[config.mk]
export PLATFORM = sky130hd
export DESIGN_NAME = systolic_feeder
export DESIGN_NICKNAME = d
export VERILOG_FILES = /design/src/rtl/systolic_feeder.sv
export SDC_FILE = /design/constraint.sdc
export NUM_CORES = 1
export LEC_CHECK = 0
export BUFFER_PORTS_ARGS = -buffer_cell sky130_fd_sc_hd__buf_2
export CAP_MARGIN = 20
export CELL_PAD_IN_SITES_DETAIL_PLACEMENT = 1
export CELL_PAD_IN_SITES_GLOBAL_PLACEMENT = 1
export CORE_AREA = 4 4 236 238
export DETAILED_ROUTE_END_ITERATION = 8
export DIE_AREA = 0 0 240 242
export GPL_TIMING_DRIVEN = 0
export PLACE_DENSITY = 0.61
export SETUP_SLACK_MARGIN = 0.1
export SYNTH_ARGS = -nofsm -noshare
export SYNTH_HDL_FRONTEND = slang
export SYNTH_SLANG_ARGS = --single-unit
[constraint.sdc]
create_clock -name clk -period 20.3 [get_ports clk]
set_input_delay 3.045 -clock clk [delete_from_list [all_inputs] [get_ports clk]]
set_output_delay 3.045 -clock clk [all_outputs]
set_load 0.02 [all_outputs]
[src/rtl/systolic_feeder.sv]
// Transmit-side feeder for the systolic array: loads weight rows onto b, pulses switch,
// then skews activation vectors onto a and flushes. Optional FEEDER_PERF_CNT_EN adds perf_cycles.
module systolic_feeder #(
  parameter int N  = 4,
  parameter int DW = 32
) (
  input  logic            clk,
  input  logic            rst,
  input  logic            in_valid,
  output logic            in_ready,
  input  logic            in_is_wt,
  input  logic            in_last,
  input  logic [N*DW-1:0] in_data,
  output logic [N*DW-1:0] a_out,
  output logic [N*DW-1:0] b_out,
  output logic            switch_out,
  output logic            busy,
  output logic            done,
  output logic            err
`ifdef FEEDER_PERF_CNT_EN
  ,
  output logic [31:0]     perf_cycles
`endif
);

  localparam int WCW = $clog2(N + 1);
  localparam int DCW = $clog2(2 * N);

  typedef enum logic [2:0] {IDLE, LOAD_W, FLIP, STREAM, DRAIN} state_t;

  state_t         state, state_nxt;
  logic [WCW-1:0] wcnt;
  logic [DCW-1:0] dcnt;
  logic           xfer, wt_xfer, act_xfer;
  logic           drain_last;
  logic           shift;

  assign xfer       = in_valid && in_ready;
  assign wt_xfer    = xfer && in_is_wt;
  assign act_xfer   = xfer && !in_is_wt;
  assign drain_last = (dcnt == DCW'(2 * N - 2));
  assign shift      = (state == STREAM) || (state == DRAIN);

  always_ff @(posedge clk or posedge rst) begin
    if (rst) state <= IDLE;
    else     state <= state_nxt;
  end

  always_comb begin
    state_nxt = state;
    case (state)
      IDLE:    if (wt_xfer) state_nxt = (N == 1) ? FLIP : LOAD_W;
      LOAD_W:  if (wt_xfer && (wcnt == WCW'(N - 1))) state_nxt = FLIP;
      FLIP:    state_nxt = STREAM;
      STREAM:  if (act_xfer && in_last) state_nxt = DRAIN;
      DRAIN:   if (drain_last) state_nxt = IDLE;
      default: state_nxt = IDLE;
    endcase
  end

  // in_ready is gated by rst so it reads 0 while reset is held and 1 as soon as it drops
  always_comb begin
    in_ready   = !rst && ((state == IDLE) || (state == LOAD_W) || (state == STREAM));
    switch_out = (state == FLIP);
    busy       = (state != IDLE);
    done       = (state == DRAIN) && drain_last;
  end

  always_ff @(posedge clk or posedge rst) begin
    if (rst) begin
      wcnt  <= '0;
      b_out <= '0;
    end else begin
      case (state)
        IDLE: if (wt_xfer) begin
          b_out <= in_data;
          wcnt  <= WCW'(1);
        end
        LOAD_W: if (wt_xfer) begin
          b_out <= in_data;
          wcnt  <= wcnt + WCW'(1);
        end
        FLIP: begin
          b_out <= '0;
          wcnt  <= '0;
        end
        default: ;
      endcase
    end
  end

  always_ff @(posedge clk or posedge rst) begin
    if (rst)                  dcnt <= '0;
    else if (state == DRAIN)  dcnt <= dcnt + DCW'(1);
    else                      dcnt <= '0;
  end

  // Wrong-type beats are dropped; the flag stays set until reset
  always_ff @(posedge clk or posedge rst) begin
    if (rst) err <= 1'b0;
    else if ((act_xfer && ((state == IDLE) || (state == LOAD_W))) ||
             (wt_xfer && (state == STREAM)))
      err <= 1'b1;
  end

  // Skew line: row i is an (i+1)-deep shift register; its tail drives a_out[i]
  for (genvar i = 0; i < N; i++) begin : g_row
    logic [DW-1:0] stage_p [i+1];

    always_ff @(posedge clk or posedge rst) begin
      if (rst) begin
        for (int k = 0; k <= i; k++) stage_p[k] <= '0;
      end else if (shift) begin
        stage_p[0] <= act_xfer ? in_data[i*DW +: DW] : '0;
        for (int k = 1; k <= i; k++) stage_p[k] <= stage_p[k-1];
      end else begin
        for (int k = 0; k <= i; k++) stage_p[k] <= '0;
      end
    end

    assign a_out[i*DW +: DW] = stage_p[i];
  end

`ifdef FEEDER_PERF_CNT_EN
  function automatic logic [31:0] sat_inc(input logic [31:0] v);
    return (v == 32'hFFFF_FFFF) ? v : v + 32'd1;
  endfunction

  // The accepting cycle of the first weight row already belongs to the tile, so restart at 1
  always_ff @(posedge clk or posedge rst) begin
    if (rst)                           perf_cycles <= '0;
    else if ((state == IDLE) && wt_xfer) perf_cycles <= 32'd1;
    else if (busy)                     perf_cycles <= sat_inc(perf_cycles);
  end
`endif

endmodule

# == Yosys cells after proc, flatten, opt, wreduce, memory -nomap -nowiden ==
# Cells that the tools add are included.
# totals
register_bits,458
output_inout_bits,261
# op_classes
addsub,2
n_eq_ne,12
n_mux,18
reduce_logical,23
# ops
op,count
$mux W128,2
$pmux W128 S2,1
$mux W32,5
$mux W96,1
$mux W64,1
$mux W3,6
$pmux W3 S5,1
$ne A2 B2 Y1 const B,5
$eq A3 B2 Y1 const B,3
$logic_and A1 B1 Y1,9
$pmux W3 S3,1
$add A3 B1 Y3 const B,2
$eq A3 B3 Y1 const B,2
$reduce_bool A3 Y1,2
$logic_or A1 B1 Y1,4
$reduce_and A4 Y1,1
$eq A3 B1 Y1 const B,1
$logic_not A3 Y1,1
$reduce_and A3 Y1,1
$logic_not A1 Y1,2
$ne A2 B1 Y1 const B,1
$reduce_and A2 Y1,1
$reduce_bool A2 Y1,1
$reduce_or A2 Y1,1

# == Longest topological paths before layout ==
# logic_depth
ltp_word,9
ltp_mapped,6

# == Worst setup path before layout ==
# No wires, ideal clock.
# synth_path
kind,in2reg
from,input rst
to,register state[0]
setup_ns,0.068
t_arrival_ns,13.552
slack_ns,6.681
stages,3
path_cell_list,inv_1 a311o_1 and4_1
# synth_via
elab_chain_cells,7
word_cells_on_any_way,11
# synth_lines
element,line_no,source
"start, declared",8,"input logic rst,"
$logic_not A1 Y1 (no line) (*),-,
$logic_and A1 B1 Y1 (*),63,in_ready = !rst && ((state == IDLE) || (state == LOAD_W) || (state == STREAM));
$logic_and A1 B1 Y1 (*),38,assign xfer = in_valid && in_ready;
"$logic_and A1 B1 Y1, on equally long branches","40, 39",
"$logic_and A1 B1 Y1, on equally long branches","55, 53",
$ne A2 B2 Y1 (no line),-,
$reduce_and A4 Y1 (no line) (*),-,
"end signal, assigned",46,else state <= state_nxt;
"end, declared",31,"state_t state, state_nxt;"
# Every way passes the cells marked *; elsewhere a longest branch is shown, timed or not.
# A chain may end at the register's enable or synchronous reset.

# == Worst setup path in the final report ==
# layout_path
from,input rst
to,output in_ready
# layout_via
elab_chain_cells,2
# layout_lines
element,line_no,source
$logic_not A1 Y1 (no line),-,
$logic_and A1 B1 Y1,63,
"end, declared",10,"output logic in_ready,"
# No other way between the ends.

==> impl_metrics.ini <==
[run_status]
status = completed

[logic_synthesis]
synth-seq-cells = 458
synth_flop_cell = dfrtp_1
async_reset_ff_share_pct = 100
synth_top_area_share_pct = 71.7
synth_edf_count = 0
synth_area_leaders = dfrtp_1 72%, and2_1 13%, a22o_1 7.0%, buf_4 4.6%, buf_2 0.94%
ys_warn_count = 0
syn-cell-area_um2 = 16000
avgSynthCellArea_um2 = 14.3
synth_cells = 1117
synth.distinct_cells = 35
synth_top_cell_by_area = dfrtp_1
ys_seq_area_share_pct = 71.7
synth_fp_nets = 1254

[sta]
period_needed_ns = 6.66
rsz0062_at_grt = false
hold_viol_final = 0
maxSlewViolCount = 0
worst_slack_ns = 13.64
fin_setup_tns_ns = 0
clock.fmax_mhz = 150
holdWs_ns = 0.441
skew_ns = 0.00961
worstMarginPinSlew_ns = 0.751
finalCritPeriodShare_pct = 32.8
setup_viol = 0
slew_headroom_pct = 49.9

[worst_setup_path]
crit_type = input port to primary output
critical_path_arrival_ns = 3.61
required_ns = 17.26
crit_path_end_kind = primary output
cp_cell_sequence = buf_2, nor3_1, buf_2
cpPeakStageDelay_ns = 0.21
cpMaxStageDelayCell = buf_2
cp-start-kind = input port
crit_path_max_fanout = 5
cpMostUsedCell = buf_2

[detailed_routing]
drtPass1Iterations = 6
drt-vias-per-instance = 4.27
vias = 9835
drc_errors = 0
routed_wl_mm = 44.1
ant_nets = 0
drt-initial-drc-count = 461
wl_per_cell_um = 19.1

[placed_design]
gp_congestion = 0.787
io_buffers = 393
dp_hpwl_mm = 32.5
place_ws_ns = 13.65
dpl_cell_area_um2 = 18900

[cts]
htreeDepth = 2
cts_buffer_depth = 3
hold_buffers = 0
numCtsBuffers = 50
worst_skew_pair.late_latency_ns = 0.57
cts_tree = built
post-cts-setup-buffer-count = 0
cts_resized = 0
cts_root_buf = clkbuf_16
clock_sinks = 458
clkSlewWorstSetupHoldPaths_ns = 0.06

[pwr]
leakagePower_uw = 0.0113
ir_drop_uv = 81.8
power_density_nw_per_um2 = 127

[layout]
final_common_cell = dfrtp_1
post-route-util_pct = 38.4
final_net_count = 1703
final_layout_size_suffix_gt1_share_pct = 38.9
area.growth.synth_to_final_pct = 28.8
layout_common_cells = 458 x dfrtp_1, 423 x buf_2, 323 x and2_1
fin_area_um2 = 20600

[die]
fp.dieW_um = 240
ios = 394
coreArea_um2 = 53600
dieArea_um2 = 58100
rows = 85
initial_core_util_pct = 29.8
fp.dieH_um = 242

[global_route]
grt_pass1_vias = 10900
grt.overflow.total = 0
antenna_found_initial = 3
grt_max_degree = 115
grt_usage_pct = 15.1
grt_pass1_wl_mm = 67.9

[job]
drv_cap = 0

[worst_hold_path]
hold_class = flip-flop to flip-flop
## registers in the layout, summed over array words and instances (netlist names)
signal         flops
a_out             96
b_out            128
dcnt               3
err                1
g_row.stage_p    224
state              3
wcnt               3
## cells in the mapped netlist (2+ instances only)
cell type and count:
dfrtp_1 458, and2_1 323, a22o_1 128, buf_4 98
buf_2 30, clkbuf_2 19, clkbuf_1 15, o21ai_0 7
ha_1 4, inv_1 4, nor2_1 3, mux2i_1 2
nand3_1 2, nand3b_1 2, nor2b_1 2
## worst paths after layout
kind                                                     start                              to  slack, ns  cells after the start
worst max-delay path                                       rst                        in_ready      13.64                      3
worst min-delay path            g_row[2].stage_p[72]$_DFF_PP0_  g_row[2].stage_p[40]$_DFF_PP0_       0.44                      1
worst max register to register            state[0]$_DFFE_PP0P_  g_row[3].stage_p[97]$_DFF_PP0_      18.02                      6
worst min register to register  g_row[2].stage_p[72]$_DFF_PP0_  g_row[2].stage_p[40]$_DFF_PP0_       0.44                      1
max in group asynchronous                                  rst  g_row[2].stage_p[71]$_DFF_PP0_      16.48                      4
min in group asynchronous                                  rst             wcnt[1]$_DFFE_PP0P_       2.46                      2
## critical path, delay by kind of cell
| kind | cells | cell delay, ns |
|---|---|---|
| buffers and inverters | 2 | 0.37 |
| AND/OR/NAND/NOR | 1 | 0.20 |
## kinds of logic after synthesis
kind of cell / after synthesis / synth area share [%]
buf+inv: 166 / 6.59
simple gates: 344 / 13.6
mux: 2 / 0.125
fa+ha+maj: 4 / 0.313
xor+xnor: 1 / 0.0548
compound gates: 142 / 7.59
flops: 458 / 71.7
## final cells by class
type / instances / area (um^2)
diodes: 2 / 5.00
plain buffers: 162 / 1040
clock buffers: 80 / 1530
clock inverters: 12 / 119
fillers: 5774 / 33000
inverters: 4 / 22.5
multi-input cells: 493 / 3460
flip-flops and latches: 458 / 11500
well taps: 696 / 871
repair buffers: 397 / 2080
## metal layers
layer  track usage, %  vias to the layer above  wire length [um]
met5                0                        -                 0
li1                 -                     4471                 -
met3             4.37                       74              2870
met4             4.63                        0              1200
met1             19.0                     5027             18200
met2             25.3                      263             21800
## power breakdown
group	leakage [uW]	total, uW	internal (uW)	switching (uW)
clock	0.000805	899	539	360
combinational	0.00431	599	214	385
sequential	0.00620	1120	1050	76.6
total	0.0113	2620	1800	821
## through the flow
| step | power, uW | instances |
|---|---|---|
| after detailed placement | 1750 | 2210 |
| final | 2620 | 2304 |
| after global routing | 2760 | 2303 |
| after global placement | 1730 | 2206 |
| after CTS | 2670 | 2302 |
| after floorplan | 1480 | 1117 |
Power figures use the tool's default switching activity.
